--- src/rtl/tx_pkg.sv ---
// Shared types and constants for the transmit framer.
// CRC constants exist only when TX_FRAMER_CRC_EN is defined.
package tx_pkg;

    localparam int SEQ_W = 16;
    localparam int LEN_W = 16;

    typedef enum logic [2:0] {
        IDLE,
        SYNC,
        HDR,
        PAYLOAD
`ifdef TX_FRAMER_CRC_EN
        , TRAILER
`endif
    } state_t;

`ifdef TX_FRAMER_CRC_EN
    localparam logic [31:0] CRC_POLY   = 32'hEDB8_8320;
    localparam logic [31:0] CRC_INIT   = 32'hFFFF_FFFF;
    localparam logic [31:0] CRC_XOROUT = 32'hFFFF_FFFF;

    // Reflected CRC-32: bit 0 of byte 0 enters first, so walk the word LSB upward.
    function automatic logic [31:0] crc32_word(input logic [31:0] crc_in,
                                               input logic [31:0] data);
        logic [31:0] c;
        c = crc_in;
        for (int i = 0; i < 32; i++) begin
            c = (c[0] ^ data[i]) ? ((c >> 1) ^ CRC_POLY) : (c >> 1);
        end
        return c;
    endfunction
`endif

endpackage

--- src/rtl/tx_framer_if.sv ---
// Input and output streams of the framer. The slave modport is the framer's view,
// the master modport is the view of the surrounding logic.
interface tx_framer_if;
    logic        s_axis_tvalid;
    logic        s_axis_tready;
    logic        s_axis_sof;
    logic [31:0] s_axis_tdata;
    logic        m_axis_tvalid;
    logic        m_axis_tready;
    logic [31:0] m_axis_tdata;
    logic        m_axis_tlast;

    modport slave (
        input  s_axis_tvalid, s_axis_sof, s_axis_tdata, m_axis_tready,
        output s_axis_tready, m_axis_tvalid, m_axis_tdata, m_axis_tlast
    );

    modport master (
        output s_axis_tvalid, s_axis_sof, s_axis_tdata, m_axis_tready,
        input  s_axis_tready, m_axis_tvalid, m_axis_tdata, m_axis_tlast
    );
endinterface

--- src/rtl/stream_fifo.sv ---
// Show-ahead FIFO: rd_data presents the oldest entry whenever empty is low.
module stream_fifo #(
    parameter int WIDTH = 33,
    parameter int DEPTH = 16
) (
    input  logic                     clk,
    input  logic                     rst,
    input  logic                     wr_en,
    input  logic [WIDTH-1:0]         wr_data,
    output logic                     full,
    input  logic                     rd_en,
    output logic [WIDTH-1:0]         rd_data,
    output logic                     empty,
    output logic [$clog2(DEPTH):0]   level
);
    localparam int AW = $clog2(DEPTH);

    logic [WIDTH-1:0] mem [DEPTH];
    logic [AW:0]      wr_ptr;
    logic [AW:0]      rd_ptr;

    // Pointers carry one extra wrap bit so full and empty are distinguishable.
    assign level   = wr_ptr - rd_ptr;
    assign full    = (level == (AW+1)'(DEPTH));
    assign empty   = (level == '0);
    assign rd_data = mem[rd_ptr[AW-1:0]];

    always_ff @(posedge clk) begin
        if (rst) begin
            wr_ptr <= '0;
            rd_ptr <= '0;
        end else begin
            if (wr_en && !full) wr_ptr <= wr_ptr + 1'b1;
            if (rd_en && !empty) rd_ptr <= rd_ptr + 1'b1;
        end
    end

    always_ff @(posedge clk) begin
        if (wr_en && !full) mem[wr_ptr[AW-1:0]] <= wr_data;
    end
endmodule

--- src/rtl/tx_framer.sv ---
// Wraps buffered payload words into sync/header/payload frames on a registered output.
// Define TX_FRAMER_CRC_EN to append a CRC-32 trailer word carrying tlast.
module tx_framer
    import tx_pkg::*;
#(
    parameter int unsigned C_FRAME_WORDS = 16,
    parameter logic [31:0] C_SYNC_WORD   = 32'hA5A5_5A5A,
    parameter int unsigned C_FIFO_DEPTH  = 16
) (
    input  logic        i_aclk,
    input  logic        i_reset,
    input  logic        i_enable,
    input  logic        i_clear_err,
    tx_framer_if.slave  bus,
    output logic [31:0] o_frame_count,
    output logic        o_sof_error
);
    localparam int LVL_W = $clog2(C_FIFO_DEPTH) + 1;
    localparam logic [LEN_W-1:0] FRAME_LEN = LEN_W'(C_FRAME_WORDS);

    logic             fifo_full;
    logic             fifo_empty;
    logic [LVL_W-1:0] fifo_level;
    logic [32:0]      fifo_dout;
    logic             push;
    logic             pop;
    logic             load;
    logic             produce;
    logic             avail_next;
    logic             last_payload;
    logic             last_out;
    logic             hs_last;
    logic [31:0]      word_out;
    logic [SEQ_W-1:0] seq;
    logic [LEN_W-1:0] word_idx;
    state_t           state;
    state_t           state_nxt;
    state_t           end_state;
`ifdef TX_FRAMER_CRC_EN
    logic [31:0]      crc;
`endif

    stream_fifo #(.WIDTH(33), .DEPTH(C_FIFO_DEPTH)) u_fifo (
        .clk     (i_aclk),
        .rst     (i_reset),
        .wr_en   (push),
        .wr_data ({bus.s_axis_sof, bus.s_axis_tdata}),
        .full    (fifo_full),
        .rd_en   (pop),
        .rd_data (fifo_dout),
        .empty   (fifo_empty),
        .level   (fifo_level)
    );

    assign bus.s_axis_tready = !fifo_full && !i_reset;
    assign push         = bus.s_axis_tvalid && bus.s_axis_tready;
    assign load         = !bus.m_axis_tvalid || bus.m_axis_tready;
    assign pop          = (state == PAYLOAD) && load && !fifo_empty;
    assign last_payload = (word_idx == FRAME_LEN - 1'b1);
    assign hs_last      = bus.m_axis_tvalid && bus.m_axis_tready && bus.m_axis_tlast;

    // Chaining straight into SYNC at frame end avoids an idle bubble between frames.
    assign avail_next = push || (pop ? (fifo_level > LVL_W'(1)) : !fifo_empty);
    assign end_state  = (i_enable && avail_next) ? SYNC : IDLE;

    always_comb begin
        state_nxt = state;
        produce   = 1'b0;
        word_out  = '0;
        last_out  = 1'b0;
        case (state)
            IDLE: if (i_enable && !fifo_empty) state_nxt = SYNC;
            SYNC: if (load) begin
                produce   = 1'b1;
                word_out  = C_SYNC_WORD;
                state_nxt = HDR;
            end
            HDR: if (load) begin
                produce   = 1'b1;
                word_out  = {seq, FRAME_LEN};
                state_nxt = PAYLOAD;
            end
            PAYLOAD: if (pop) begin
                produce  = 1'b1;
                word_out = fifo_dout[31:0];
                if (last_payload) begin
`ifdef TX_FRAMER_CRC_EN
                    state_nxt = TRAILER;
`else
                    last_out  = 1'b1;
                    state_nxt = end_state;
`endif
                end
            end
`ifdef TX_FRAMER_CRC_EN
            TRAILER: if (load) begin
                produce   = 1'b1;
                word_out  = crc ^ CRC_XOROUT;
                last_out  = 1'b1;
                state_nxt = end_state;
            end
`endif
            default: state_nxt = IDLE;
        endcase
    end

    always_ff @(posedge i_aclk) begin
        if (i_reset) state <= IDLE;
        else         state <= state_nxt;
    end

    // Output register: reloads whenever the slot is free or being taken this cycle.
    always_ff @(posedge i_aclk) begin
        if (i_reset) begin
            bus.m_axis_tvalid <= 1'b0;
            bus.m_axis_tdata  <= '0;
            bus.m_axis_tlast  <= 1'b0;
        end else if (load) begin
            bus.m_axis_tvalid <= produce;
            if (produce) begin
                bus.m_axis_tdata <= word_out;
                bus.m_axis_tlast <= last_out;
            end
        end
    end

    always_ff @(posedge i_aclk) begin
        if (i_reset) begin
            word_idx      <= '0;
            seq           <= '0;
            o_frame_count <= '0;
            o_sof_error   <= 1'b0;
        end else begin
            if (pop) word_idx <= last_payload ? '0 : word_idx + 1'b1;
            if (hs_last) begin
                seq           <= seq + 1'b1;
                o_frame_count <= o_frame_count + 1'b1;
            end
            // A misplaced SOF wins over a same-cycle clear.
            if (pop && (word_idx != '0) && fifo_dout[32]) o_sof_error <= 1'b1;
            else if (i_clear_err)                          o_sof_error <= 1'b0;
        end
    end

`ifdef TX_FRAMER_CRC_EN
    always_ff @(posedge i_aclk) begin
        if (i_reset) begin
            crc <= CRC_INIT;
        end else if (produce) begin
            if (state == SYNC)         crc <= CRC_INIT;
            else if (state != TRAILER) crc <= crc32_word(crc, word_out);
        end
    end
`endif

endmodule

--- src/flat_wrapper.sv ---
// flat-port wrapper written by rule: the top's interface ports become plain ports
module tx_framer_flat import tx_pkg::*;
#(
    parameter int unsigned C_FRAME_WORDS = 16,
    parameter logic [31:0] C_SYNC_WORD   = 32'hA5A5_5A5A,
    parameter int unsigned C_FIFO_DEPTH  = 16
)
  (i_aclk, i_reset, i_enable, i_clear_err, o_frame_count, o_sof_error, bus_s_axis_tvalid, bus_s_axis_sof, bus_s_axis_tdata, bus_m_axis_tready, bus_s_axis_tready, bus_m_axis_tvalid, bus_m_axis_tdata, bus_m_axis_tlast);
  tx_framer_if bus_i ();
  input  logic i_aclk;
  input  logic i_reset;
  input  logic i_enable;
  input  logic i_clear_err;
  output logic [31:0] o_frame_count;
  output logic o_sof_error;
  input wire logic [$bits(bus_i.s_axis_tvalid)-1:0] bus_s_axis_tvalid;
  input wire logic [$bits(bus_i.s_axis_sof)-1:0] bus_s_axis_sof;
  input wire logic [$bits(bus_i.s_axis_tdata)-1:0] bus_s_axis_tdata;
  input wire logic [$bits(bus_i.m_axis_tready)-1:0] bus_m_axis_tready;
  output wire logic [$bits(bus_i.s_axis_tready)-1:0] bus_s_axis_tready;
  output wire logic [$bits(bus_i.m_axis_tvalid)-1:0] bus_m_axis_tvalid;
  output wire logic [$bits(bus_i.m_axis_tdata)-1:0] bus_m_axis_tdata;
  output wire logic [$bits(bus_i.m_axis_tlast)-1:0] bus_m_axis_tlast;
  assign bus_i.s_axis_tvalid = bus_s_axis_tvalid;
  assign bus_i.s_axis_sof = bus_s_axis_sof;
  assign bus_i.s_axis_tdata = bus_s_axis_tdata;
  assign bus_i.m_axis_tready = bus_m_axis_tready;
  assign bus_s_axis_tready = bus_i.s_axis_tready;
  assign bus_m_axis_tvalid = bus_i.m_axis_tvalid;
  assign bus_m_axis_tdata = bus_i.m_axis_tdata;
  assign bus_m_axis_tlast = bus_i.m_axis_tlast;
  tx_framer #(.C_FRAME_WORDS(C_FRAME_WORDS), .C_SYNC_WORD(C_SYNC_WORD), .C_FIFO_DEPTH(C_FIFO_DEPTH)) u_core (.i_aclk(i_aclk), .i_reset(i_reset), .i_enable(i_enable), .i_clear_err(i_clear_err), .bus(bus_i), .o_frame_count(o_frame_count), .o_sof_error(o_sof_error));
endmodule
--- config.mk ---
export PLATFORM = sky130hd
export DESIGN_NAME = tx_framer_flat
export DESIGN_NICKNAME = d
export VERILOG_FILES = /design/src/rtl/tx_pkg.sv /design/src/rtl/tx_framer_if.sv /design/src/rtl/stream_fifo.sv /design/src/rtl/tx_framer.sv /design/src/flat_wrapper.sv
export SDC_FILE = /design/constraint.sdc
export NUM_CORES = 1
export LEC_CHECK = 0
export BUFFER_PORTS_ARGS = -buffer_cell sky130_fd_sc_hd__buf_2
export CELL_PAD_IN_SITES_DETAIL_PLACEMENT = 1
export CELL_PAD_IN_SITES_GLOBAL_PLACEMENT = 1
export CORE_MARGIN = 2
export CORE_UTILIZATION = 48
export DETAILED_ROUTE_END_ITERATION = 16
export MAX_ROUTING_LAYER = met4
export PLACE_DENSITY = 0.86
export SKIP_CTS_REPAIR_TIMING = 1
export SYNTH_ARGS = -nofsm -noshare
export SYNTH_HDL_FRONTEND = slang
export SYNTH_SLANG_ARGS = --single-unit
--- constraint.sdc ---
create_clock -name i_aclk -period 4.7 [get_ports i_aclk]
set_input_delay 0.94 -clock i_aclk [delete_from_list [all_inputs] [get_ports i_aclk]]
set_output_delay 0.94 -clock i_aclk [all_outputs]
set_load 0.02 [all_outputs]
==> results.yml, run 1 <==
status:
  result_of_the_run: "complete, no violations"
synthesis:
  synth_edf_count: 528
  synthCells: 1409
  ys_seq_elements: 643
  synth_warnings: 0
  mean_post_synth_cell_area_sq_um: 18.0
  yosys.cell_types.count: 59
  ys_seq_area_share_pct: 71.7
  syn_nets: 1467
  post-synth-top-area-cell: "sky130_fd_sc_hd__edfxtp_1"
  top_cell_type_s_share_of_synthesized_area_pct: 62.7
  area_of_the_mapped_netlist_sq_mm: 0.0253
  netlist_top_cells_area: "sky130_fd_sc_hd__edfxtp_1 63%, sky130_fd_sc_hd__mux4_2 13%, sky130_fd_sc_hd__dfxtp_1 9.1%, sky130_fd_sc_hd__nor2_1 1.7%, sky130_fd_sc_hd__xor2_1 1.1%"
  async_reset_ff_share_pct: 0
  synth-main-ff-cell: "sky130_fd_sc_hd__edfxtp_1"
global_routing:
  grt.total_usage_pct: 26.0
  grt_first_pass_wirelength_um: 99700
  globalRouteOverflowTotal: 0
  grt_antenna_before_repair: 7
  grt_max_degree: 65
  first_global_vias: 14652
timing:
  slew_viol_final: 0
  finalSetupViolations: 0
  final_hold_viol_count: 0
  worst_pin_slew_ns: 1.42
  final_critical_path_setup_slack_ns: 0.205
  fmaxAchievable_mhz: 222
  timing.final.crit_share_pct: 95.6
  grt_setup_unrepaired: "no"
  setup_tns_ns: 0
  worst_clock_skew_ns: 0.0254
  finalWorstPathRequiredPeriod_ns: 4.50
  slew_headroom_pct: 5.28
setup_path:
  critical_path.slowest_cell: "sky130_fd_sc_hd__a2111oi_2"
  timing.critical_path.from_type: "flop"
  cp-end-kind: "primary output"
  cell_mode_on_critical_path: "sky130_fd_sc_hd__inv_1"
  r2r_end: "u_core.u_fifo.mem[10][8]$_DFFE_PP_"
  crit_path_max_fanout: 5
  cells_along_the_critical_path: "inv_1, ha_1, inv_1, fa_1, xor2_1, or3b_1, a2111oi_2, nor2_1, buf_2"
  worst_ep_required_time_ns: 3.76
  ff2ff_path_depth: 10
  criticalPathCategory: "reg -> out"
  arrival_ns: 3.56
  timing.rr.start: "u_core.u_fifo.wr_ptr[0]$_SDFFE_PP0P_"
  cpPeakStageDelay_ns: 0.60
  reg_to_reg_setup_timing_slack_ns: 0.28
placement:
  detailedPlacementHpwl_um: 39800
  pre_cts_slack_ns: 0.629
  numPortBuffers: 106
  placed_cell_area_sq_mm: 0.0266
  globalplace.congestion: 0.853
  place_inst: 2143
clock_network:
  tritoncts: "built"
  cts-buffers-inserted: 67
  clock_latency_late_sink_ns: 0.62
  cts.htree.levels: 3
  max-clock-path-buffers: 3
  clockRootBuffer: "sky130_fd_sc_hd__clkbuf_16"
  path_clk_slew_ns: 0.06
  number_of_clock_sinks: 643
route:
  route.vias.total: 14107
  avgRoutedWirePerCell_um: 29.8
  total_wirelength_of_the_detailed_routed_design_um: 67600
  drt_first_iter_violations: 1662
  drt_pre_antenna_iters: 5
  drtAntennaViolNets: 0
  post-route-drc-count: 0
  post_drt_via_cell_ratio: 6.21
floorplan:
  chipWidth_um: 234
  io_pins: 107
  die_area_sq_mm: 0.0546
  die_height_um: 234
  initial_util_pct: 48.4
  placeableCoreArea_sq_mm: 0.0523
  row_count: 84
worst_hold_path:
  min_to: "u_core.bus.m_axis_tlast$_SDFFE_PP0P_"
  min-delay-path-class: "reg -> reg"
  min-delay-start: "u_core.bus.m_axis_tlast$_SDFFE_PP0P_"
  min_delay_path_depth: 2
pwr:
  cellPowerDensity_mw_per_mm2: 423
  leakagePower_nw: 9.11
  fin_total_pwr_w: 0.0122
  vdd_drop_max_mv: 0.228
layout:
  final_cell_count_no_fill: 2270
  mostFrequentLayoutCells: "528 x sky130_fd_sc_hd__edfxtp_1, 151 x sky130_fd_sc_hd__mux4_2, 111 x sky130_fd_sc_hd__dfxtp_1"
  design.final.nets: 1582
  layout.cell_area.non_filler_sq_mm: 0.0289
  fraction_of_final_layout_cells_with_drive_strength_greater_than_1_pct: 26.2
  register_area_sq_mm: 0.0182
  final_common_cell: "sky130_fd_sc_hd__edfxtp_1"
  layout-area-overhead-vs-synth_pct: 14.2
  multiInputGateArea_sq_mm: 0.00685
  nFillCells: 4748
run:
  max_cap_viol_count: 0
layout make-up:
type / count / share of cell area, %
sequential: 643 / 62.9
multi-input combinational: 673 / 23.7
clock buffer: 84 / 6.31
tap: 688 / 2.98
timing repair buffer: 119 / 2.36
clock inverter: 40 / 1.46
inverter: 20 / 0.260
antenna: 3 / 0.0260
cell families after synthesis:
group,count (synthesis),synth area share (%)
and+or+nand+nor,317,6.20
AOI/OAI and AO/OA,104,3.10
DFF,643,71.7
xor gates and xnor gates,63,2.18
buffers and inverters,93,1.61
muxes,170,14.2
adders and majority gates,19,0.969
critical path, delay by kind of cell (launching register included):
| kind | cells | cell delay, ns |
|---|---|---|
| buf+inv | 3 | 0.44 |
| flops | 1 | 0.37 |
| fa+ha+maj | 2 | 0.62 |
| xor+xnor | 1 | 0.24 |
| compound gates | 1 | 0.60 |
| simple gates | 2 | 0.65 |
registers in the layout, indices dropped and copies added (netlist names), named ones only:
| register | flops |
|---|---|
| u_core.word_idx | 16 |
| u_core.u_fifo.rd_ptr | 5 |
| u_core.o_sof_error | 1 |
| u_core.bus.m_axis_tdata | 32 |
| u_core.o_frame_count | 32 |
| u_core.state | 2 |
| u_core.u_fifo.mem | 528 |
| u_core.u_fifo.wr_ptr | 5 |
| u_core.seq | 16 |
| u_core.bus.m_axis_tvalid | 1 |
| u_core.bus.m_axis_tlast | 1 |
worst max-delay path by stage:
stage,end,depth (start not counted),startpoint
after floorplan,u_core.u_fifo.mem[3][0]$_DFFE_PP_,10,u_core.u_fifo.wr_ptr[0]$_SDFFE_PP0P_
after global placement,u_core.u_fifo.mem[4][5]$_DFFE_PP_,10,u_core.u_fifo.wr_ptr[0]$_SDFFE_PP0P_
after detailed placement,u_core.u_fifo.mem[4][27]$_DFFE_PP_,10,u_core.u_fifo.wr_ptr[0]$_SDFFE_PP0P_
after CTS,u_core.u_fifo.mem[10][19]$_DFFE_PP_,10,u_core.u_fifo.wr_ptr[0]$_SDFFE_PP0P_
after global routing,bus_s_axis_tready,9,u_core.u_fifo.wr_ptr[0]$_SDFFE_PP0P_
final,bus_s_axis_tready,9,u_core.u_fifo.wr_ptr[0]$_SDFFE_PP0P_
power breakdown:
| group | total, W | switching (W) | internal [W] |
|---|---|---|---|
| clock | 0.00544 | 0.00227 | 0.00317 |
| combinational | 0.000530 | 0.000369 | 0.000161 |
| sequential | 0.00625 | 0.0000404 | 0.00621 |
| total | 0.0122 | 0.00268 | 0.00954 |
routing by layer:
| layer | vias to the layer above | part of all wire (%) | GRT usage (%) |
|---|---|---|---|
| li1 | 5813 | - | - |
| met1 | 7382 | 40 | 34.5 |
| met2 | 778 | 48 | 40.0 |
| met3 | 134 | 9.1 | 5.74 |
| met4 | 0 | 2.9 | 9.26 |
| met5 | - | 0 | - |
stage by stage:
stage | utilization (%) | hold WS [ns]
floorplan | - | 0.455
global placement | 50.9 | 0.470
detailed placement | 50.9 | 0.494
CTS | 55.2 | 0.506
global route | 55.2 | 0.538
finish | 55.2 | 0.504
cells in the mapped netlist (all sizes together) (2+ instances only):
library cell  number
a211oi            23
a21o               2
a21oi             27
a22oi              9
a311oi             8
a32oi              5
and2               4
and3               8
and4               7
buf               34
clkbuf            39
dfxtp            115
edfxtp           528
ha                18
inv               20
mux2i             19
mux4             151
nand2             61
nand2b             8
nand3             26
nand3b            12
nand4             16
nor2             113
nor2b             16
nor3              15
nor3b              2
nor4              11
o211ai             2
o21ai             16
o221ai             4
o31ai              2
or2                4
or3                8
or3b               2
xnor2             30
xor2              33
Note: power is estimated with default switching activity, not from simulation.
==> run 2: changes to the inputs <==
ABC_AREA = 1   (was not set)
CORE_UTILIZATION = 45   (was 48)
PLACE_DENSITY = 0.87   (was 0.86)
==> results.yml, run 2 <==
status:
  result_of_the_run: "complete, no violations"
layout:
  mostFrequentLayoutCells: "696 x sky130_fd_sc_hd__nand2_1, 528 x sky130_fd_sc_hd__edfxtp_1, 478 x sky130_fd_sc_hd__nand3_1"
  fraction_of_final_layout_cells_with_drive_strength_greater_than_1_pct: 10.4
  largest_reg_flops: 528
  design.final.nets: 2645
  layout-area-overhead-vs-synth_pct: 13.0
  layout.cell_area.non_filler_sq_mm: 0.0302
  final_common_cell: "sky130_fd_sc_hd__nand2_1"
timing:
  final_hold_viol_count: 0
  fmaxAchievable_mhz: 249
  finalWorstPathRequiredPeriod_ns: 4.01
  setup_tns_ns: 0
  finalSetupViolations: 0
  slew_viol_final: 0
  worst_clock_skew_ns: 0.0252
  slew_headroom_pct: 15.4
  timing.final.crit_share_pct: 85.4
  worst_pin_slew_ns: 1.27
  grt_setup_unrepaired: "no"
setup_path:
  timing.critical_path.from_type: "flop"
  crit_path_max_fanout: 33
  worst_ep_required_time_ns: 4.93
  arrival_ns: 4.24
  timing.rr.start: "u_core.u_fifo.wr_ptr[0]$_SDFFE_PP0P_"
  criticalPathCategory: "reg -> reg"
  cp-end-kind: "flop"
  setup.worst_path.start: "u_core.u_fifo.wr_ptr[0]$_SDFFE_PP0P_"
clock_network:
  cts-buffers-inserted: 68
  cts.htree.levels: 3
  clock_latency_late_sink_ns: 0.64
  max-clock-path-buffers: 3
  path_clk_slew_ns: 0.06
  number_of_clock_sinks: 643
  tritoncts: "built"
  clockRootBuffer: "sky130_fd_sc_hd__clkbuf_16"
placement:
  placed_cell_area_sq_mm: 0.0280
  globalplace.congestion: 0.862
  detailedPlacementHpwl_um: 49800
  numPortBuffers: 106
pwr:
  vdd_drop_max_mv: 0.320
  leakagePower_nw: 11.0
  cellPowerDensity_mw_per_mm2: 449
  fin_total_pwr_w: 0.0136
synthesis:
  yosys-top-cells-count: "696 x sky130_fd_sc_hd__nand2_1, 528 x sky130_fd_sc_hd__edfxtp_1, 478 x sky130_fd_sc_hd__nand3_1, 192 x sky130_fd_sc_hd__nor2_1, 115 x sky130_fd_sc_hd__dfxtp_1"
  syn_nets: 2575
  synthMostInstantiatedCell: "sky130_fd_sc_hd__nand2_1"
  ys_seq_elements: 643
  synth-main-ff-cell: "sky130_fd_sc_hd__edfxtp_1"
  netlist_top_cells_area: "sky130_fd_sc_hd__edfxtp_1 59%, sky130_fd_sc_hd__nand2_1 9.8%, sky130_fd_sc_hd__nand3_1 9.0%, sky130_fd_sc_hd__dfxtp_1 8.6%, sky130_fd_sc_hd__nor2_1 2.7%"
  synthCells: 2517
  post-synth-top-area-cell: "sky130_fd_sc_hd__edfxtp_1"
  synth_warnings: 0
  mean_post_synth_cell_area_sq_um: 10.6
  yosys.cell_types.count: 46
  synth_edf_count: 528
  async_reset_ff_share_pct: 0
  area_of_the_mapped_netlist_sq_mm: 0.0267
  ys_seq_area_share_pct: 67.9
  top_cell_type_s_share_of_synthesized_area_pct: 59.3
floorplan:
  row_count: 89
  io_pins: 107
  placeableCoreArea_sq_mm: 0.0589
  die_height_um: 248
  initial_util_pct: 45.4
  chipWidth_um: 248
  die_area_sq_mm: 0.0614
global_routing:
  globalRouteOverflowTotal: 0
  grt.total_usage_pct: 27.3
  grt_antenna_before_repair: 2
  grt_max_degree: 220
  grt_first_pass_wirelength_um: 123000
  first_global_vias: 20926
route:
  post_drt_via_cell_ratio: 5.85
  post-route-drc-count: 0
  drtAntennaViolNets: 0
  wl_met3_um: 5440
  top_layer_used: "met4"
  drt_pre_antenna_iters: 6
  detailroute.wirelength.met2_um: 40100
  route.vias.total: 19963
  total_wirelength_of_the_detailed_routed_design_um: 80700
  met1_length_um: 32000
  avgRoutedWirePerCell_um: 23.6
  drt_first_iter_violations: 1753
run:
  max_cap_viol_count: 0
worst_hold_path:
  min-delay-start: "u_core.o_sof_error$_SDFFE_PP0P_"
  min-delay-path-class: "reg -> reg"
[run 2: changes by cell type in the layout (fill, tap and decap cells not counted), moves of 19 or more]
| cell | previous run | this run |
|---|---|---|
| sky130_fd_sc_hd__nand3_1 | 26 | 478 |
| sky130_fd_sc_hd__mux2i_1 | 19 | 0 |
| sky130_fd_sc_hd__nand2_1 | 61 | 696 |
| sky130_fd_sc_hd__inv_1 | 20 | 101 |
| sky130_fd_sc_hd__o21ai_0 | 14 | 53 |
| sky130_fd_sc_hd__mux4_2 | 151 | 0 |
| sky130_fd_sc_hd__xnor2_1 | 30 | 5 |
| sky130_fd_sc_hd__nor2_1 | 101 | 176 |
| sky130_fd_sc_hd__a21oi_1 | 26 | 57 |
[run 2: worst max-delay path, stage by stage, from the launching register on]
cell and delay [ns]:
sky130_fd_sc_hd__dfxtp_1 0.34, sky130_fd_sc_hd__inv_1 0.17, sky130_fd_sc_hd__ha_1 0.19, sky130_fd_sc_hd__inv_1 0.06
sky130_fd_sc_hd__fa_1 0.41, sky130_fd_sc_hd__nand3_1 0.16, sky130_fd_sc_hd__nand2_1 0.09, sky130_fd_sc_hd__nand2_1 0.08
sky130_fd_sc_hd__nand2_1 0.09, sky130_fd_sc_hd__nand3_1 0.08, sky130_fd_sc_hd__nand3_1 0.29, sky130_fd_sc_hd__inv_1 0.31
sky130_fd_sc_hd__nand2_1 0.31, sky130_fd_sc_hd__nor2_4 1.01
[run 2: final timing paths]
check	slack (ns)	depth (start not counted)	endpoint
worst max-delay path	0.69	13	u_core.u_fifo.mem[9][14]$_DFFE_PP_
worst min-delay path	0.46	2	u_core.o_sof_error$_SDFFE_PP0P_
worst max register to register	0.69	13	u_core.u_fifo.mem[9][14]$_DFFE_PP_
worst min register to register	0.46	2	u_core.o_sof_error$_SDFFE_PP0P_
[run 2: logic make-up after synthesis]
group	after synthesis	synth area share (%)
XOR/XNOR	22	0.721
AO/OA/AOI/OAI	153	3.14
flip-flops	643	67.9
adder cells (fa/ha/maj)	19	0.918
AND/OR/NAND/NOR	1442	23.4
buffers and inverters	238	3.85
[run 2: area by class of cell]
type / instances / area, sq um
sequential: 643 / 18200
antenna: 2 / 5.00
clock buffer: 89 / 1800
inverter: 107 / 409
tap: 773 / 967
multi-input combinational: 1636 / 7660
clock inverter: 32 / 423
timing repair buffer: 131 / 781
fill: 6319 / 28700
[run 2: per-layer routing]
metal,global-route usage [%],up-vias
met4,10.6,0
li1,-,8845
met1,33.6,10083
met2,45.1,829
met3,4.70,206
met5,-,-
[run 2: metrics by stage]
| stage | util (%) | hold slack [ns] | setup slack [ns] | cells |
|---|---|---|---|---|
| final | 51.3 | 0.459 | 0.685 | 3413 |
| after detailed placement | 47.5 | 0.454 | 0.815 | 3290 |
| after CTS | 51.3 | 0.463 | 0.754 | 3411 |
| after global routing | 51.3 | 0.488 | 0.451 | 3413 |
| after floorplan | - | 0.439 | 1.00 | 2517 |
| after global placement | 47.5 | 0.452 | 0.961 | 3290 |
[run 2: report_power, final]
group | internal [W] | switching [W] | leakage [nW]
logic | 0.000442 | 0.00133 | 4.26
clock network | 0.00308 | 0.00231 | 1.07
registers | 0.00629 | 0.000128 | 5.69
total | 0.00981 | 0.00377 | 11.0
